[src/rtl/imm_ext_defs.sv]
// Shared encodings for the immediate extension arbiter.
// Mode codes and FSM states used by the unit and the arbiter.
package imm_ext_defs;

  localparam logic [1:0] MODE_SEXT     = 2'b00;
  localparam logic [1:0] MODE_ZEXT     = 2'b01;
  localparam logic [1:0] MODE_SEXT_SH1 = 2'b10;
  localparam logic [1:0] MODE_ILL      = 2'b11;

  typedef enum logic {
    ST_EMPTY = 1'b0,
    ST_FULL  = 1'b1
  } state_e;

endpackage

[src/rtl/imm_ext_unit.sv]
// Combinational immediate extender: sign, zero, or sign+shift.
// Illegal mode yields zero and raises err.
module imm_ext_unit #(
  parameter int IN_W  = 6,
  parameter int OUT_W = 8
) (
  input  logic [IN_W-1:0]  data,
  input  logic [1:0]       mode,
  output logic [OUT_W-1:0] ext,
  output logic             err
);
  import imm_ext_defs::*;

  logic s;
  assign s = data[IN_W-1];

  always_comb begin
    ext = '0;
    err = 1'b0;
    unique case (mode)
      MODE_SEXT:     ext = {{(OUT_W-IN_W){s}}, data};
      MODE_ZEXT:     ext = {{(OUT_W-IN_W){1'b0}}, data};
      MODE_SEXT_SH1: ext = {{(OUT_W-IN_W-1){s}}, data, 1'b0};
      default:       err = 1'b1;
    endcase
  end

endmodule

[src/rtl/imm_ext_arbiter.sv]
// Round-robin arbiter sharing one registered immediate extender
// between two requesters, with an id-tagged response channel.
module imm_ext_arbiter #(
  parameter int IN_W  = 6,
  parameter int OUT_W = 8,
  parameter int N_REQ = 2
) (
  input  logic                  clk,
  input  logic                  rst,
  input  logic [N_REQ-1:0]      req_valid,
  output logic [N_REQ-1:0]      req_ready,
  input  logic [N_REQ*IN_W-1:0] req_data,
  input  logic [N_REQ*2-1:0]    req_mode,
  output logic                  rsp_valid,
  input  logic                  rsp_ready,
  output logic [OUT_W-1:0]      rsp_data,
  output logic                  rsp_id,
  output logic                  rsp_err
);
  import imm_ext_defs::*;

  state_e           state, state_nxt;
  logic             last_grant;
  logic             can_accept;
  logic             grant;
  logic             g;
  logic [IN_W-1:0]  sel_data;
  logic [1:0]       sel_mode;
  logic [OUT_W-1:0] ext;
  logic             ext_err;

  always_comb begin
    can_accept = (state == ST_EMPTY) | rsp_ready;
    // Only contention consults last_grant; a lone requester always wins.
    g          = (&req_valid) ? ~last_grant : req_valid[1];
    grant      = can_accept & (|req_valid) & ~rst;
    req_ready  = '0;
    if (grant) req_ready[g] = 1'b1;
    sel_data   = g ? req_data[2*IN_W-1:IN_W] : req_data[IN_W-1:0];
    sel_mode   = g ? req_mode[3:2] : req_mode[1:0];
    state_nxt  = state;
    unique case (state)
      ST_EMPTY: if (grant) state_nxt = ST_FULL;
      ST_FULL:  if (rsp_ready) state_nxt = grant ? ST_FULL : ST_EMPTY;
      default:  state_nxt = ST_EMPTY;
    endcase
  end

  imm_ext_unit #(
    .IN_W  (IN_W),
    .OUT_W (OUT_W)
  ) u_ext (
    .data (sel_data),
    .mode (sel_mode),
    .ext  (ext),
    .err  (ext_err)
  );

  always_ff @(posedge clk or posedge rst) begin
    if (rst) begin
      state      <= ST_EMPTY;
      last_grant <= 1'b1;
      rsp_data   <= '0;
      rsp_id     <= 1'b0;
      rsp_err    <= 1'b0;
    end else begin
      state <= state_nxt;
      if (grant) begin
        last_grant <= g;
        rsp_data   <= ext;
        rsp_id     <= g;
        rsp_err    <= ext_err;
      end
    end
  end

  assign rsp_valid = (state == ST_FULL);

endmodule

[config.mk]
export PLATFORM = sky130hd
export DESIGN_NAME = imm_ext_arbiter
export DESIGN_NICKNAME = d
export VERILOG_FILES = /design/src/rtl/imm_ext_defs.sv /design/src/rtl/imm_ext_unit.sv /design/src/rtl/imm_ext_arbiter.sv
export SDC_FILE = /design/constraint.sdc
export NUM_CORES = 1
export LEC_CHECK = 0
export CAP_MARGIN = 0
export CELL_PAD_IN_SITES_DETAIL_PLACEMENT = 0
export CELL_PAD_IN_SITES_GLOBAL_PLACEMENT = 2
export CORE_ASPECT_RATIO = 1.25
export CORE_MARGIN = 8
export CORE_UTILIZATION = 24
export CTS_BUF_LIST = sky130_fd_sc_hd__clkbuf_8
export DETAILED_ROUTE_END_ITERATION = 10
export PLACE_DENSITY = 0.82
export REMOVE_ABC_BUFFERS = 1
export SLEW_MARGIN = 10
export SYNTH_ARGS = -nofsm -noshare
export SYNTH_HDL_FRONTEND = slang
export SYNTH_SLANG_ARGS = --single-unit
[constraint.sdc]
create_clock -name clk -period 2.3 [get_ports clk]
set_input_delay 0.575 -clock clk [delete_from_list [all_inputs] [get_ports clk]]
set_output_delay 0.575 -clock clk [all_outputs]
set_load 0.01 [all_outputs]
==> results of run 1 <==
## logic make-up (layout without fill, tap and decap cells)
logic type,after synthesis,count (layout),share of synthesized area (%)
flip-flops,11,11,43.08
AND/OR/NAND/NOR,24,24,21.64
AO/OA/AOI/OAI,19,19,22.22
multiplexers,5,5,7.798
buffers and inverters,5,49,5.263
## state kept, by name, summed over array words and instances, names as in the netlist
register	flops
rsp_err	1
rsp_valid	1
last_grant	1
rsp_data	7
rsp_id	1
## repair_timing
item	4_1_cts	5_1_grt
gates resized for setup	10	3
setup endpoints to repair	2	2
setup buffers	0	0
gates cloned	0	0
## worst max-delay path, cell delays in order
cell,delay [ns]
clkdlybuf4s50_1,0.42
or3_4,0.40
nor2_2,0.10
buf_2,0.13
## synthesized netlist by cell type
| cell | count |
|---|---|
| a21boi_0 | 1 |
| nand3_1 | 2 |
| a21bo_2 | 1 |
| mux2i_1 | 5 |
| a21o_2 | 2 |
| o21ai_2 | 1 |
| dfstp_2 | 1 |
| nor3b_1 | 2 |
| or2b_2 | 1 |
| o21ai_0 | 1 |
| buf_4 | 2 |
| nand3b_1 | 2 |
| or3_4 | 1 |
| a221oi_1 | 5 |
| o22ai_1 | 5 |
| dfrtp_1 | 10 |
| nor2_1 | 11 |
| inv_1 | 2 |
| nand2_1 | 1 |
| buf_6 | 1 |
| nor3_2 | 1 |
| a31oi_1 | 3 |
| nor2b_4 | 1 |
| nor3_1 | 2 |
## area by class of cell
type | instances | area, um^2
fillers | 270 | 1479
inverters | 2 | 7.507
well taps | 34 | 42.54
repair buffers | 43 | 405.4
clock buffers | 3 | 41.29
clock inverters | 1 | 3.754
multi-input cells | 48 | 345.3
flip-flops and latches | 11 | 276.5
## power by group through the flow
stage	sequential, mW	clock (mW)	combinational [mW]
final	0.254	0.194	0.258
after global routing	0.260	0.208	0.282
after CTS	0.255	0.199	0.263
after detailed placement	0.258	0	0.260
after global placement	0.256	0	0.261
after floorplan	0.272	0	0.0848
## per-layer routing
metal / vias to the layer above / track usage (%)
li1: 332 / -
met1: 326 / 10.43
met2: 26 / 16.47
met3: 4 / 3.354
met4: 0 / 5.330
met5: - / 0
## worst max path at each step
stage                      start            to  slack (ns)
floorplan           req_valid[1]   rsp_data[1]       -0.02
global placement       rsp_ready  req_ready[1]       -0.42
detailed placement  req_valid[1]  req_ready[1]       -0.42
CTS                 req_valid[1]  req_ready[1]        0.01
global route                 rst  req_ready[0]        0.02
finish                       rst  req_ready[0]         0.1
## stage by stage
stage / power (mW) / utilization [%] / hold slack, ns / worst slack [ns] / cell area [um^2]
after floorplan: 0.3567 / - / 0.4267 / -0.02414 / 615.6
after global placement: 0.5164 / 40.89 / 0.4639 / -0.4182 / 1064
after detailed placement: 0.5184 / 40.89 / 0.4699 / -0.4236 / 1064
after CTS: 0.7162 / 42.86 / 0.4818 / 0.01322 / 1115
after global routing: 0.7500 / 43.15 / 0.5122 / 0.02315 / 1122
final: 0.7060 / 43.15 / 0.4785 / 0.09759 / 1122
==> impl_metrics.ini, run 1 <==
[clocking]
cts_tree = done
worstSkewPairLatency_ns = 0.24
cts_max_path_buffers = 2
cts.sinks = 11
h-tree-depth = 1
cts.root.buffer_cell = clkbuf_8
cts_buffers = 3
path_clk_slew_ns = 0.05
cts-hold-fix-buffers = 0

[route]
ant_nets = 0
wl_mm = 2.166
wl_met3_um = 134
wire_per_inst_um = 15.25
drc = 0
drt_iter0_markers = 18
met2WireLength_mm = 1.068
routedLengthMet1_um = 933
viasPerCell = 4.845
vias = 688
drtPass1Iterations = 4
top_layer_used = met4

[timing]
finalSetupTns_ns = 0
finalSetupViolCount = 0
skew_ns = 0.003269
post-route-period-util_pct = 95.76
final-hold-violation-count = 0
rsz0062_at_grt = false
tightest_slew_ns = 0.4539
clock.fmax_mhz = 454.0
finalMaxSlewViolations = 0
slew_headroom_pct = 69.71
timing.final.crit_period_ns = 2.202

[pwr]
p_switching_uw = 203.3
power.internal_uw = 502.7
p_sw_share_pct = 28.80
power_density_nw_per_um2 = 629.1
p_seq_share_pct = 36.0
pwr-share-clk_pct = 27.4
vdd_drop_max_mv = 0.2248
p_comb_share_pct = 36.6
leakage_nw = 0.4858

[min_path]
hold_start = rsp_id
min_path_cells = 1
hold_class = flop to flop
whs_endpoint = rsp_id

[floorplan]
die_w_um = 62.26
io-pin-count = 34
num_rows = 21
die_area_um2 = 4596
core_area_um2 = 2601
fp.dieH_um = 73.82
start_util_pct = 24.68

[job]
maxCapViolations = 0

[final_layout]
nNetsFinal = 130
final_common_cell = clkdlybuf4s50_1
synthToLayoutAreaGrowth_pct = 74.85
fin_cells = 142
drive_gt1_share_pct = 24.07
layout_common_cells = clkdlybuf4s50_1 (28), nor2_1 (10), buf_4 (10), dfrtp_1 (10)
diodes = 0

[critical_path]
startpoint_type = primary input
rr_endpoint = rsp_data[5]
crit_type = primary input to primary output
crit_arrival_ns = 1.63
cp.required_ns = 1.73
worstSetupEndpointType = primary output
crit_fanout = 2
rr_startpoint = last_grant
r2r_cells = 5
reg2reg_slack_ns = 0.67

[synth]
syn_area_per_cell_um2 = 10.03
yosys.area.top_type_share_pct = 38.99
yosys_register_bits = 11
ys_types = 24
synthCells = 64
yosys.area.top_type = dfrtp_1
synth-warning-count = 0
yosysSeqAreaShare_pct = 43.08
netlist_area_um2 = 641.9
synth_area_leaders = dfrtp_1 (39%), mux2i_1 (7.8%), a221oi_1 (6.8%), nor2_1 (6.4%), o22ai_1 (4.9%)

[global_route]
overflow = 0
grt_max_degree = 12
grt_first_pass_wirelength_mm = 3.477
antenna_found_initial = 0
grt_pass1_vias = 747
grt_usage_pct = 9.709

[outcome]
outcome = finished, final reports clean

[place]
dp_cells = 138
place.gp.congestion = 0.8362
hpwl_mm = 1.651
port_buffers = 33
Power figures use the tool's default switching activity.
==> run 2, diff against run 1 <==
--- a/config.mk
+++ b/config.mk
@@ -15,7 +15,7 @@
 export DETAILED_ROUTE_END_ITERATION = 10
 export PLACE_DENSITY = 0.82
 export REMOVE_ABC_BUFFERS = 1
-export SLEW_MARGIN = 10
+export SLEW_MARGIN = 25
 export SYNTH_ARGS = -nofsm -noshare
 export SYNTH_HDL_FRONTEND = slang
 export SYNTH_SLANG_ARGS = --single-unit
==> results of run 2 <==
Same layout as run 1: the final DEF is identical, and so are final timing and power.
==> run 3, diff against run 2 <==
--- a/config.mk
+++ b/config.mk
@@ -10,10 +10,10 @@
 export CELL_PAD_IN_SITES_GLOBAL_PLACEMENT = 2
 export CORE_ASPECT_RATIO = 1.25
 export CORE_MARGIN = 8
-export CORE_UTILIZATION = 24
+export CORE_UTILIZATION = 22
 export CTS_BUF_LIST = sky130_fd_sc_hd__clkbuf_8
 export DETAILED_ROUTE_END_ITERATION = 10
-export PLACE_DENSITY = 0.82
+export PLACE_DENSITY = 0.75
 export REMOVE_ABC_BUFFERS = 1
 export SLEW_MARGIN = 25
 export SYNTH_ARGS = -nofsm -noshare
==> constraint.sdc (replaced) <==
create_clock -name clk -period 2.1 [get_ports clk]
set_input_delay 0.525 -clock clk [delete_from_list [all_inputs] [get_ports clk]]
set_output_delay 0.525 -clock clk [all_outputs]
set_load 0.01 [all_outputs]
==> impl_metrics.ini, run 3 (synthesis results as in run 1) <==
[outcome]
outcome = finished, final reports clean

[timing]
skew_ns = 0.005290
tightest_slew_ns = 0.4580
slew_headroom_pct = 69.43
clock.fmax_mhz = 511.7
timing.final.crit_period_ns = 1.954
finalSetupTns_ns = 0
post-route-period-util_pct = 93.06
rsz0062_at_grt = false
timing.hold.ws_ns = 0.4793
timing.final.ws_setup_ns = 0.1457
finalMaxSlewViolations = 0
finalSetupViolCount = 0
final-hold-violation-count = 0

[route]
viasPerCell = 4.653
drc = 0
vias = 670
wire_per_inst_um = 15.03
drt_iter0_markers = 10
ant_nets = 0
wl_mm = 2.165
drtPass1Iterations = 3

[final_layout]
layout_common_cells = clkdlybuf4s50_1 (27), nor2_1 (10), buf_4 (10), dfrtp_1 (10)
final_common_cell = clkdlybuf4s50_1
synthToLayoutAreaGrowth_pct = 73.49
largest-register = rsp_data
drive_gt1_share_pct = 24.07
nNetsFinal = 130
largest_register_ffs = 7
diodes = 0
final_area_um2 = 1114
fin_cells = 144
fin_util_pct = 38.90

[critical_path]
endpoint = req_ready[0]
crit_type = primary input to primary output
cp.required_ns = 1.57
startpoint_type = primary input
worstPathCellList = dlygate4sd2_1, nor2b_4, or3_4, nor2_2, buf_2
rr_endpoint = rsp_data[5]
crit_start = rsp_ready
r2r_cells = 5
crit_arrival_ns = 1.43
rr_startpoint = last_grant
worstSetupEndpointType = primary output
slowest_stage = or3_4
reg2reg_slack_ns = 0.48
crit_fanout = 2
critPathMaxStageDelay_ns = 0.38

[global_route]
grt_pass1_vias = 708
antenna_found_initial = 0
grt_first_pass_wirelength_mm = 3.498
overflow = 0
grt_max_degree = 12
grt_usage_pct = 9.027

[place]
pre_cts_slack_ns = -0.5240
dp_cells = 140
placed_area_um2 = 1066
hpwl_mm = 1.692
port_buffers = 33
place.gp.congestion = 0.7990

[pwr]
power_uw = 771.3
power_density_nw_per_um2 = 692.6
pwr-share-clk_pct = 27.6
p_switching_uw = 223.1
p_comb_share_pct = 36.6
leakage_nw = 0.4804
power.internal_uw = 548.2
p_sw_share_pct = 28.92
p_seq_share_pct = 35.8
vdd_drop_max_mv = 0.2855

[min_path]
hold_class = primary input to asynchronous set/reset pin

[floorplan]
core_area_um2 = 2863
die_area_um2 = 4913
start_util_pct = 22.42
fp.dieH_um = 76.39
num_rows = 22
die_w_um = 64.31
io-pin-count = 34

[clocking]
cts_tree = done
cts.root.buffer_cell = clkbuf_8
path_clk_slew_ns = 0.06
cts_buffers = 3
cts.sinks = 11
h-tree-depth = 1
cts_max_path_buffers = 2
cts-hold-fix-buffers = 0
worstSkewPairLatency_ns = 0.24

[job]
maxCapViolations = 0
[run 3: cell types whose count changed in the layout (fill, tap and decap cells not counted)]
cell,before,now
dlymetal6s2s_1,2,1
dlygate4sd2_1,1,3
buf_2,1,2
clkdlybuf4s15_2,1,0
clkdlybuf4s50_1,28,27
[run 3: what timing repair did]
action,in CTS,in global routing
pin swaps,1,2
resized for setup,13,2
buffers inserted,0,0
setup endpoints to repair,2,1
[run 3: layout make-up]
type	count	area, um^2
Sequential cell	11	276.5
Multi-Input combinational cell	48	345.3
Fill cell	314	1749
Inverter	2	7.507
Clock buffer	3	41.29
Tap cell	36	45.04
Clock inverter	1	3.754
Timing Repair Buffer	43	394.1
[run 3: power by group through the flow]
stage | registers [mW] | clock network, mW | logic [mW]
finish | 0.276 | 0.213 | 0.283
global route | 0.282 | 0.229 | 0.306
CTS | 0.277 | 0.224 | 0.286
detailed placement | 0.279 | 0 | 0.287
global placement | 0.279 | 0 | 0.284
floorplan | 0.298 | 0 | 0.0928
[run 3: worst min-delay path by stage]
stage	from	end	cells after the start
finish	rst	rsp_err	3
global route	rsp_id	rsp_id	1
CTS	rsp_id	rsp_id	1
detailed placement	rsp_id	rsp_id	1
global placement	rsp_data[0]	rsp_data[0]	2
floorplan	rst	rsp_data[0]	1
[run 3: worst max-delay path, delay by kind of cell]
kind / cells / cell delay [ns]
and+or+nand+nor: 3 / 0.53
buffers and inverters: 2 / 0.37
[run 3: metal layers]
metal  routed length (um)  track usage [%]
met3                   93            1.912
met4                   55            5.908
met5                    0                0
met1                  913            9.725
met2                 1103            15.25
